`config.mk`:
```
export PLATFORM = sky130hd
export DESIGN_NAME = imm_gen_pipe
export DESIGN_NICKNAME = d
export VERILOG_FILES = /design/src/rtl/imm_gen_pipe.sv
export SDC_FILE = /design/constraint.sdc
export NUM_CORES = 1
export LEC_CHECK = 0
export BUFFER_PORTS_ARGS = -buffer_cell sky130_fd_sc_hd__buf_2
export CORE_MARGIN = 1
export CORE_UTILIZATION = 51
export CTS_CLUSTER_SIZE = 10
export DETAILED_ROUTE_END_ITERATION = 8
export PLACE_DENSITY_LB_ADDON = 0.25
export RECOVER_POWER = 25
export SYNTH_ARGS = -nofsm -noshare
export SYNTH_HDL_FRONTEND = slang
export SYNTH_SLANG_ARGS = --single-unit
```
`constraint.sdc`:
```
create_clock -name clk -period 2.91 [get_ports clk]
set_input_delay 0.291 -clock clk [delete_from_list [all_inputs] [get_ports clk]]
set_output_delay 0.291 -clock clk [all_outputs]
set_load 0.1 [all_outputs]
```
`src/rtl/imm_gen_pipe.sv`:
```
// imm_gen_pipe: pipelined RV immediate generator (R/I/S/B/U/J) with valid/ready on both sides.
// Define IMM_GEN_SKID_EN to add a one-entry skid buffer so in_ready becomes a pure register output.
module imm_gen_pipe #(
    parameter int XLEN    = 32,
    parameter int SHAMT_W = 5
) (
    input  logic            clk,
    input  logic            rst,
    input  logic            in_valid,
    output logic            in_ready,
    input  logic [31:0]     instruction,
    output logic            out_valid,
    input  logic            out_ready,
    output logic [XLEN-1:0] immidiate,
    output logic [4:0]      A3,
    output logic [2:0]      fmt,
    output logic            illegal
);

    localparam int PW = XLEN + 9;

    localparam logic [6:0] OP_LUI    = 7'b0110111;
    localparam logic [6:0] OP_AUIPC  = 7'b0010111;
    localparam logic [6:0] OP_JAL    = 7'b1101111;
    localparam logic [6:0] OP_JALR   = 7'b1100111;
    localparam logic [6:0] OP_LOAD   = 7'b0000011;
    localparam logic [6:0] OP_OPIMM  = 7'b0010011;
    localparam logic [6:0] OP_SYSTEM = 7'b1110011;
    localparam logic [6:0] OP_STORE  = 7'b0100011;
    localparam logic [6:0] OP_BRANCH = 7'b1100011;
    localparam logic [6:0] OP_OP     = 7'b0110011;

    localparam logic [2:0] FMT_R   = 3'd0;
    localparam logic [2:0] FMT_I   = 3'd1;
    localparam logic [2:0] FMT_S   = 3'd2;
    localparam logic [2:0] FMT_B   = 3'd3;
    localparam logic [2:0] FMT_U   = 3'd4;
    localparam logic [2:0] FMT_J   = 3'd5;
    localparam logic [2:0] FMT_ILL = 3'd7;

    logic [2:0]      w_fmt;
    logic            w_illegal;
    logic            w_isShift;
    logic [31:0]     w_imm32;
    logic [XLEN-1:0] w_imm;
    logic [4:0]      w_rd;
    logic [PW-1:0]   w_dec;
    logic            w_inFire;
    logic            w_outFire;
    logic [PW-1:0]   r_out;
    logic            r_outValid;

    always_comb begin
        w_fmt     = FMT_ILL;
        w_illegal = 1'b0;
        case (instruction[6:0])
            OP_LUI, OP_AUIPC:                      w_fmt = FMT_U;
            OP_JAL:                                w_fmt = FMT_J;
            OP_JALR, OP_LOAD, OP_OPIMM, OP_SYSTEM: w_fmt = FMT_I;
            OP_STORE:                              w_fmt = FMT_S;
            OP_BRANCH:                             w_fmt = FMT_B;
            OP_OP:                                 w_fmt = FMT_R;
            default: begin
                w_fmt     = FMT_ILL;
                w_illegal = 1'b1;
            end
        endcase
    end

    // funct3 001 (SLLI) and 101 (SRLI/SRAI) carry a zero-extended shift amount instead of an immediate
    assign w_isShift = (instruction[6:0] == OP_OPIMM) && (instruction[13:12] == 2'b01);

    always_comb begin
        w_imm32 = '0;
        case (w_fmt)
            FMT_I: begin
                if (w_isShift) begin
                    w_imm32 = {{(32-SHAMT_W){1'b0}}, instruction[20 +: SHAMT_W]};
                end else begin
                    w_imm32 = {{20{instruction[31]}}, instruction[31:20]};
                end
            end
            FMT_S: w_imm32 = {{20{instruction[31]}}, instruction[31:25], instruction[11:7]};
            FMT_B: w_imm32 = {{19{instruction[31]}}, instruction[31], instruction[7],
                              instruction[30:25], instruction[11:8], 1'b0};
            FMT_U: w_imm32 = {instruction[31:12], 12'b0};
            FMT_J: w_imm32 = {{11{instruction[31]}}, instruction[31], instruction[19:12],
                              instruction[20], instruction[30:21], 1'b0};
            default: w_imm32 = '0;
        endcase
    end

    generate
        if (XLEN > 32) begin : g_wide
            assign w_imm = {{(XLEN-32){w_imm32[31]}}, w_imm32};
        end else begin : g_narrow
            assign w_imm = w_imm32;
        end
    endgenerate

    assign w_rd  = (w_fmt == FMT_S || w_fmt == FMT_B || w_illegal) ? 5'd0 : instruction[11:7];
    assign w_dec = {w_imm, w_rd, w_fmt, w_illegal};

    assign {immidiate, A3, fmt, illegal} = r_out;
    assign out_valid = r_outValid;
    assign w_inFire  = in_valid && in_ready;
    assign w_outFire = r_outValid && out_ready;

`ifdef IMM_GEN_SKID_EN
    logic [PW-1:0] r_skid;
    logic          r_skidValid;

    assign in_ready = !r_skidValid;

    // Skid is only filled while the output stalls, so it always holds the younger word
    always_ff @(posedge clk) begin
        if (rst) begin
            r_out       <= '0;
            r_outValid  <= 1'b0;
            r_skid      <= '0;
            r_skidValid <= 1'b0;
        end else begin
            if (!r_outValid || w_outFire) begin
                if (r_skidValid) begin
                    r_out       <= r_skid;
                    r_outValid  <= 1'b1;
                    r_skidValid <= 1'b0;
                end else if (w_inFire) begin
                    r_out      <= w_dec;
                    r_outValid <= 1'b1;
                end else begin
                    r_outValid <= 1'b0;
                end
            end else if (w_inFire) begin
                r_skid      <= w_dec;
                r_skidValid <= 1'b1;
            end
        end
    end
`else
    assign in_ready = !r_outValid || out_ready;

    always_ff @(posedge clk) begin
        if (rst) begin
            r_out      <= '0;
            r_outValid <= 1'b0;
        end else if (w_inFire) begin
            r_out      <= w_dec;
            r_outValid <= 1'b1;
        end else if (w_outFire) begin
            r_outValid <= 1'b0;
        end
    end
`endif

endmodule

```
==> flow_results.xml, run 1 <==
<?xml version="1.0" encoding="UTF-8"?>
<metrics>
  <group name="status">
    <metric name="outcome" unit="">finished clean</metric>
  </group>
  <group name="power">
    <metric name="power-per-cell-area" unit="nW/um2">493</metric>
    <metric name="max-vdd-ir-drop" unit="mV">0.467</metric>
    <metric name="power_total" unit="uW">1150</metric>
    <metric name="total_leakage_power" unit="uW">0.00103</metric>
  </group>
  <group name="setup_path">
    <metric name="worst_setup_path_end_kind" unit="">register</metric>
    <metric name="worstPathRequired" unit="ns">3.20</metric>
    <metric name="r2r-end" unit="">r_out[36]$_SDFFE_PP0P_</metric>
    <metric name="critPathMaxFanout" unit="">12</metric>
    <metric name="crit_path_start_kind" unit="">register</metric>
    <metric name="critPathLaunch" unit="">out_valid$_SDFFE_PP0P_</metric>
    <metric name="worstReg2RegStart" unit="">out_valid$_SDFFE_PP0P_</metric>
    <metric name="worst-r2r-setup-slack" unit="ns">0.83</metric>
    <metric name="endpoint" unit="">r_out[36]$_SDFFE_PP0P_</metric>
    <metric name="timing_worst_setup_path_type" unit="">reg -&gt; reg</metric>
    <metric name="register_to_register_path_depth" unit="">6</metric>
    <metric name="cp.arrival" unit="ns">2.37</metric>
  </group>
  <group name="synthesis">
    <metric name="post_synthesis_instance_area" unit="um2">1860</metric>
    <metric name="edff_count_synth" unit="">0</metric>
    <metric name="synth-async-reset-ratio" unit="">0</metric>
    <metric name="synth-main-ff-cell" unit="">dfxtp_1</metric>
    <metric name="synth.yosys.warnings" unit="">0</metric>
    <metric name="synthDominantCellAreaShare" unit="">0.453</metric>
    <metric name="synth_seq_cells" unit="">42</metric>
    <metric name="avg_cell_area_syn" unit="um2">9.56</metric>
    <metric name="synth_cell_type_count" unit="">44</metric>
    <metric name="yosysSeqAreaShare" unit="">0.453</metric>
    <metric name="netlist_top_cells_area" unit="">dfxtp_1 (45%), a22o_1 (7.1%), a32oi_1 (6.1%), a221o_1 (5.9%), nand2b_1 (3.0%)</metric>
    <metric name="postSynthNetCount" unit="">230</metric>
    <metric name="synthDominantAreaCellType" unit="">dfxtp_1</metric>
    <metric name="syn-instance-count" unit="">194</metric>
  </group>
  <group name="worst_hold_path">
    <metric name="hp-class" unit="">in -&gt; reg</metric>
  </group>
  <group name="clock_network">
    <metric name="cts_made_buffers" unit="">5</metric>
    <metric name="clkTransAtPathRegs" unit="ns">0.12</metric>
    <metric name="clk-insertion-delay-late" unit="ns">0.34</metric>
    <metric name="cts_tree" unit="">built</metric>
    <metric name="cts_max_path_buffers" unit="">2</metric>
    <metric name="cts_htree_levels" unit="">2</metric>
    <metric name="cts-resized-gates" unit="">0</metric>
    <metric name="cts_root_buffer" unit="">clkbuf_4</metric>
    <metric name="post_cts_setup_buffers" unit="">0</metric>
    <metric name="cts.sinks" unit="">42</metric>
    <metric name="cts_hold_buffers" unit="">0</metric>
  </group>
  <group name="detailed_routing">
    <metric name="detail_route.wirelength" unit="um">4610</metric>
    <metric name="via_count" unit="">1851</metric>
    <metric name="drt_iter0_markers" unit="">209</metric>
    <metric name="remaining_drc_errors" unit="">0</metric>
    <metric name="antenna_nets_post_route" unit="">0</metric>
    <metric name="dr.pass1.iters" unit="">4</metric>
    <metric name="post_drt_wl_per_cell" unit="um">14.5</metric>
    <metric name="viasPerCell" unit="">5.84</metric>
  </group>
  <group name="floorplan">
    <metric name="die_h" unit="um">62.3</metric>
    <metric name="core_area" unit="um2">3420</metric>
    <metric name="initial_utilization" unit="">0.543</metric>
    <metric name="placementRows" unit="">21</metric>
    <metric name="chipWidth" unit="um">62.3</metric>
    <metric name="area_of_the_die" unit="um2">3880</metric>
    <metric name="io_pins" unit="">79</metric>
  </group>
  <group name="finish">
    <metric name="layout-drive-gt1-share" unit="">0.299</metric>
    <metric name="area_growth_syn_to_layout" unit="%">25.6</metric>
    <metric name="post-route-cell-area" unit="um2">2330</metric>
    <metric name="finish.net_count" unit="">306</metric>
    <metric name="n_antenna_cell" unit="">0</metric>
    <metric name="most_frequent_cells_in_the_layout" unit="">buf_2 (62), dfxtp_1 (42), clkbuf_1 (18)</metric>
    <metric name="layout_commonest_cell" unit="">buf_2</metric>
    <metric name="final_cells" unit="">317</metric>
  </group>
  <group name="placed_design">
    <metric name="detailed_place.area" unit="um2">2280</metric>
    <metric name="buffer_ports.inserted" unit="">78</metric>
    <metric name="place.detailed.hpwl" unit="um">3370</metric>
    <metric name="gp_congestion" unit="">0.989</metric>
    <metric name="placed_cells_incl_taps" unit="">309</metric>
  </group>
  <group name="sta">
    <metric name="finalCritPeriodShare" unit="">0.715</metric>
    <metric name="slew_violations" unit="">0</metric>
    <metric name="grt_setup_unrepaired" unit="">false</metric>
    <metric name="slew-limit-headroom" unit="">0.211</metric>
    <metric name="timing.final.hold_violations" unit="">0</metric>
    <metric name="setup_viol" unit="">0</metric>
    <metric name="timing.setup.tns" unit="ns">0</metric>
    <metric name="worst_slew_pin_slew" unit="ns">1.19</metric>
    <metric name="fin_worst_skew" unit="ns">0.00695</metric>
    <metric name="final.min_clock_period" unit="ns">2.08</metric>
    <metric name="fmax" unit="GHz">0.481</metric>
  </group>
  <group name="grt">
    <metric name="track_usage" unit="">0.254</metric>
    <metric name="antenna_found_initial" unit="">0</metric>
    <metric name="maximum_number_of_pins_on_one_net_before_global_route_repair" unit="">27</metric>
    <metric name="grt_first_pass_wirelength" unit="um">7960</metric>
    <metric name="grt_overflow_total" unit="">0</metric>
    <metric name="vias_in_the_first_global_route" unit="">1697</metric>
  </group>
  <group name="flow_run">
    <metric name="drv_cap" unit="">0</metric>
  </group>
</metrics>
kinds of logic (layout without fill, tap and decap cells):
kind of cell | Yosys count | count (layout) | synth area share
muxes | 2 | 2 | 0.0115
and+or+nand+nor | 59 | 59 | 0.185
DFF | 42 | 42 | 0.453
AOI/OAI and AO/OA | 73 | 73 | 0.307
buffers and inverters | 18 | 95 | 0.0425
Yosys cell counts, drive strengths merged (2+ instances only):
cell type	instances
dfxtp	42
a22o	15
a32oi	13
nand2	13
a221o	11
nor2	11
a21oi	10
nand2b	9
clkbuf	7
o21ai	7
buf	6
nor3	6
inv	5
a31oi	4
nand3	4
nor2b	4
a211oi	2
nor4	2
o22ai	2
cell type report:
type | instances | area (um2)
multi-input combinational | 134 | 938
sequential | 42 | 841
fill | 306 | 1080
clock inverter | 2 | 37.5
tap | 46 | 57.6
clock buffer | 6 | 41.3
timing repair buffer | 82 | 397
inverter | 5 | 18.8
layer usage:
metal  routed length (um)  vias to the layer above  global-route usage
met3                  365                        4              0.0607
met5                    0                        -                   0
met4                   17                        0              0.0523
met1                 2110                      850               0.347
li1                     -                      906                   -
met2                 2120                       91               0.409
registers in the layout (all words and copies together), names as in the netlist:
register / count
out_valid: 1
r_out: 41
worst min-delay path by stage:
stage / startpoint / endpoint / slack [ns] / depth (start not counted)
5_1_grt: instruction[28] / r_out[17]$_SDFFE_PP0P_ / 0.15 / 2
4_1_cts: instruction[30] / r_out[19]$_SDFFE_PP0P_ / 0.16 / 2
6_report: instruction[28] / r_out[17]$_SDFFE_PP0P_ / 0.17 / 2
3_5_place_dp: r_out[22]$_SDFFE_PP0P_ / r_out[22]$_SDFFE_PP0P_ / 0.45 / 2
3_3_place_gp: r_out[20]$_SDFFE_PP0P_ / r_out[20]$_SDFFE_PP0P_ / 0.45 / 2
2_1_floorplan: rst / out_valid$_SDFFE_PP0P_ / 0.36 / 1
per-stage QoR:
step	hold slack (ns)	setup slack [ns]	util
global route	0.149	0.680	0.682
global placement	0.452	0.588	0.666
finish	0.170	0.830	0.682
floorplan	0.360	0.399	-
CTS	0.158	0.806	0.689
detailed placement	0.455	0.512	0.666
worst max-delay path, cell delays in order, from the launching register on:
cell and delay, ns:
dfxtp_1 0.33, nor2b_1 0.15, a2111o_1 0.40, nor3_2 0.19
buf_4 0.20, nor4b_4 0.52, a221o_1 0.25
report_power, final:
group	total [uW]	switching, uW	internal [uW]
registers	588	4.44	584
logic	191	144	47.0
clock network	369	188	181
total	1150	336	812
(Power assumes the default switching activity.)
==> run 2, diff against run 1 <==
--- a/config.mk
+++ b/config.mk
@@ -5,6 +5,7 @@
 export SDC_FILE = /design/constraint.sdc
 export NUM_CORES = 1
 export LEC_CHECK = 0
+export ABC_AREA = 1
 export BUFFER_PORTS_ARGS = -buffer_cell sky130_fd_sc_hd__buf_2
 export CORE_MARGIN = 1
 export CORE_UTILIZATION = 51
==> constraint.sdc (replaced) <==
create_clock -name clk -period 2.1 [get_ports clk]
set_input_delay 0.21 -clock clk [delete_from_list [all_inputs] [get_ports clk]]
set_output_delay 0.21 -clock clk [all_outputs]
set_load 0.1 [all_outputs]
==> run 2 against run 1 <==
Against the previous run:
- the run now ends with DRC left
- cell count rose by 55%
- total power up 54%
- via count increased by 34%
- setup slack worse by 0.44 ns
- clock-buffer cell count grew 1
- clock power rose by 68%
- register-to-register slack got worse by 0.27 ns
- synthesized cell count increased by 89%
- core utilization is 2.7 points lower
- non-clock buffer count down 1
- final area is 26% higher
- critical endpoint is now immidiate[26]
==> flow_results.xml, run 2 <==
<?xml version="1.0" encoding="UTF-8"?>
<metrics>
  <group name="status">
    <metric name="outcome" unit="">finished, violations left</metric>
    <metric name="violations_in_the_final_reports" unit="">DRC</metric>
  </group>
  <group name="detailed_routing">
    <metric name="remaining_drc_errors" unit="">4</metric>
    <metric name="viasPerCell" unit="">5.05</metric>
    <metric name="antenna_nets_post_route" unit="">0</metric>
    <metric name="post_drt_wl_per_cell" unit="um">11.8</metric>
    <metric name="detail_route.wirelength" unit="um">5770</metric>
    <metric name="via_count" unit="">2475</metric>
    <metric name="dr.pass1.iters" unit="">7</metric>
    <metric name="drt_iter0_markers" unit="">178</metric>
  </group>
  <group name="power">
    <metric name="net-switching-power" unit="uW">528</metric>
    <metric name="power_frac_comb" unit="">0.186</metric>
    <metric name="power_frac_seq" unit="">0.464</metric>
    <metric name="max-vdd-ir-drop" unit="mV">0.339</metric>
    <metric name="proportion_of_power_drawn_by_the_clock_network" unit="">0.351</metric>
    <metric name="switching_share" unit="">0.299</metric>
    <metric name="power-per-cell-area" unit="nW/um2">603</metric>
    <metric name="total_leakage_power" unit="uW">0.00151</metric>
    <metric name="p_int" unit="uW">1240</metric>
  </group>
  <group name="clock_network">
    <metric name="cts_root_buffer" unit="">clkbuf_8</metric>
    <metric name="post_cts_setup_buffers" unit="">0</metric>
    <metric name="cts.sinks" unit="">42</metric>
    <metric name="cts_hold_buffers" unit="">0</metric>
    <metric name="clk-insertion-delay-late" unit="ns">0.29</metric>
    <metric name="cts_made_buffers" unit="">5</metric>
    <metric name="cts_max_path_buffers" unit="">2</metric>
    <metric name="cts_htree_levels" unit="">2</metric>
    <metric name="cts_tree" unit="">built</metric>
    <metric name="clkTransAtPathRegs" unit="ns">0.08</metric>
    <metric name="cts-resized-gates" unit="">0</metric>
  </group>
  <group name="finish">
    <metric name="area_growth_syn_to_layout" unit="%">19.9</metric>
    <metric name="top_register" unit="">r_out</metric>
    <metric name="n_antenna_cell" unit="">0</metric>
    <metric name="fill_cells" unit="">443</metric>
    <metric name="final_cells" unit="">490</metric>
    <metric name="finish.net_count" unit="">473</metric>
    <metric name="largest_reg_flops" unit="">41</metric>
    <metric name="final_util" unit="">0.655</metric>
    <metric name="layout-drive-gt1-share" unit="">0.299</metric>
    <metric name="sequential_cell_area" unit="um2">841</metric>
    <metric name="layout_commonest_cell" unit="">nand2_1</metric>
    <metric name="multi_input_comb_area" unit="um2">1380</metric>
    <metric name="most_frequent_cells_in_the_layout" unit="">nand2_1 (115), buf_2 (59), dfxtp_1 (42)</metric>
  </group>
  <group name="sta">
    <metric name="worst_slew_pin_slew" unit="ns">1.17</metric>
    <metric name="setup_ws" unit="ns">0.392</metric>
    <metric name="slew_violations" unit="">0</metric>
    <metric name="timing.setup.tns" unit="ns">0</metric>
    <metric name="final.min_clock_period" unit="ns">1.71</metric>
    <metric name="finalCritPeriodShare" unit="">0.813</metric>
    <metric name="fin_hold_ws" unit="ns">0.192</metric>
    <metric name="grt_setup_unrepaired" unit="">false</metric>
    <metric name="timing.final.hold_violations" unit="">0</metric>
    <metric name="slew-limit-headroom" unit="">0.225</metric>
    <metric name="setup_viol" unit="">0</metric>
    <metric name="fin_worst_skew" unit="ns">0.00485</metric>
    <metric name="fmax" unit="GHz">0.586</metric>
  </group>
  <group name="synthesis">
    <metric name="edff_count_synth" unit="">0</metric>
    <metric name="postSynthNetCount" unit="">402</metric>
    <metric name="yosys.cell_count.top_type" unit="">nand2_1</metric>
    <metric name="netlist_top_cells_area" unit="">dfxtp_1 (34%), nand2_1 (18%), a21oi_2 (7.5%), a21oi_1 (7.0%), nand2_2 (6.4%)</metric>
    <metric name="yosysSeqAreaShare" unit="">0.344</metric>
    <metric name="syn-instance-count" unit="">366</metric>
    <metric name="synth-main-ff-cell" unit="">dfxtp_1</metric>
    <metric name="synth.yosys.warnings" unit="">0</metric>
    <metric name="synthDominantAreaCellType" unit="">dfxtp_1</metric>
    <metric name="synth-async-reset-ratio" unit="">0</metric>
    <metric name="synthDominantCellAreaShare" unit="">0.344</metric>
    <metric name="post_synthesis_instance_area" unit="um2">2440</metric>
    <metric name="synth_seq_cells" unit="">42</metric>
    <metric name="avg_cell_area_syn" unit="um2">6.68</metric>
    <metric name="most_instantiated_cells_after_synthesis" unit="">nand2_1 (116), dfxtp_1 (42), nor2_1 (35), a21oi_1 (34), inv_1 (33)</metric>
    <metric name="synth_cell_type_count" unit="">24</metric>
  </group>
  <group name="grt">
    <metric name="maximum_number_of_pins_on_one_net_before_global_route_repair" unit="">46</metric>
    <metric name="track_usage" unit="">0.234</metric>
    <metric name="grt_overflow_total" unit="">0</metric>
    <metric name="antenna_found_initial" unit="">0</metric>
    <metric name="grt_first_pass_wirelength" unit="um">9570</metric>
    <metric name="vias_in_the_first_global_route" unit="">2296</metric>
  </group>
  <group name="flow_run">
    <metric name="drv_cap" unit="">0</metric>
  </group>
  <group name="floorplan">
    <metric name="io_pins" unit="">79</metric>
    <metric name="chipWidth" unit="um">71.2</metric>
    <metric name="initial_utilization" unit="">0.546</metric>
    <metric name="placementRows" unit="">24</metric>
    <metric name="die_h" unit="um">71.2</metric>
    <metric name="core_area" unit="um2">4470</metric>
    <metric name="area_of_the_die" unit="um2">5070</metric>
  </group>
  <group name="setup_path">
    <metric name="path_buf_inv" unit="">1</metric>
    <metric name="cp_top_family" unit="">buffers and inverters</metric>
    <metric name="cp.arrival" unit="ns">1.50</metric>
    <metric name="worst_path_largest_cell_delay" unit="ns">0.87</metric>
    <metric name="slowest_stage" unit="">clkbuf_1</metric>
    <metric name="timing_worst_setup_path_type" unit="">reg -&gt; out</metric>
    <metric name="worst_setup_path_end_kind" unit="">primary output</metric>
    <metric name="critPathMaxFanout" unit="">2</metric>
    <metric name="list_of_cells_traversed_by_the_critical_path" unit="">clkbuf_1</metric>
    <metric name="worstPathRequired" unit="ns">1.89</metric>
    <metric name="crit_path_start_kind" unit="">register</metric>
  </group>
  <group name="placed_design">
    <metric name="gp_congestion" unit="">0.931</metric>
    <metric name="dp_worst_setup_slack" unit="ns">0.469</metric>
    <metric name="buffer_ports.inserted" unit="">78</metric>
    <metric name="placed_cells_incl_taps" unit="">482</metric>
    <metric name="place.detailed.hpwl" unit="um">4130</metric>
  </group>
  <group name="worst_hold_path">
    <metric name="hp-class" unit="">in -&gt; reg</metric>
  </group>
</metrics>
==> run 2: final timing paths <==
kind	from	to	slack, ns	depth (start not counted)
setup reg to reg	out_valid$_SDFFE_PP0P_	r_out[30]$_SDFFE_PP0P_	0.56	5
setup / recovery	r_out[35]$_SDFFE_PP0P_	immidiate[26]	0.39	1
hold / removal	out_ready	out_valid$_SDFFE_PP0P_	0.19	4
hold reg to reg	r_out[40]$_SDFFE_PP0P_	r_out[40]$_SDFFE_PP0P_	0.47	2
==> run 2: power groups by stage <==
stage | Clock [uW] | Sequential, uW | Combinational, uW
2_1_floorplan | 0 | 952 | 134
3_3_place_gp | 0 | 838 | 328
3_5_place_dp | 0 | 838 | 330
4_1_cts | 637 | 819 | 330
5_1_grt | 666 | 821 | 351
6_report | 620 | 819 | 328
==> run 2: kinds of logic after synthesis <==
| logic type | count (synthesis) | synth area share |
|---|---|---|
| AOI/OAI and AO/OA | 59 | 0.155 |
| buffers and inverters | 54 | 0.0967 |
| DFF | 42 | 0.344 |
| and+or+nand+nor | 211 | 0.404 |
==> run 2: stage by stage <==
stage / instance area [um2] / power (uW)
floorplan: 2450 / 1090
global placement: 2850 / 1170
detailed placement: 2850 / 1170
CTS: 2960 / 1790
global route: 2930 / 1840
finish: 2930 / 1770
==> run 2: routing by layer <==
layer  share of wire  routed length, um  up-vias  GRT usage
met1            0.46               2640     1112      0.282
met5               0                  0        -          0
met4           0.020                114        0     0.0867
met3           0.043                250       12     0.0408
li1                -                  -     1283          -
met2            0.48               2770       68      0.417
==> run 2: final cells by class <==
cell class / instances / share of cell area
multi-input combinational: 270 / 0.469
sequential: 42 / 0.287
timing repair buffer: 81 / 0.136
inverter: 37 / 0.0491
clock buffer: 7 / 0.0260
tap: 52 / 0.0222
clock inverter: 1 / 0.0102
==> run 2: worst register-to-register path, cell delays in order (launching register included) <==
cell      delay [ns]
dfxtp_1         0.37
nand2_4         0.06
nand2_1         0.08
clkbuf_2        0.60
nand2_1         0.18
a21oi_2         0.18
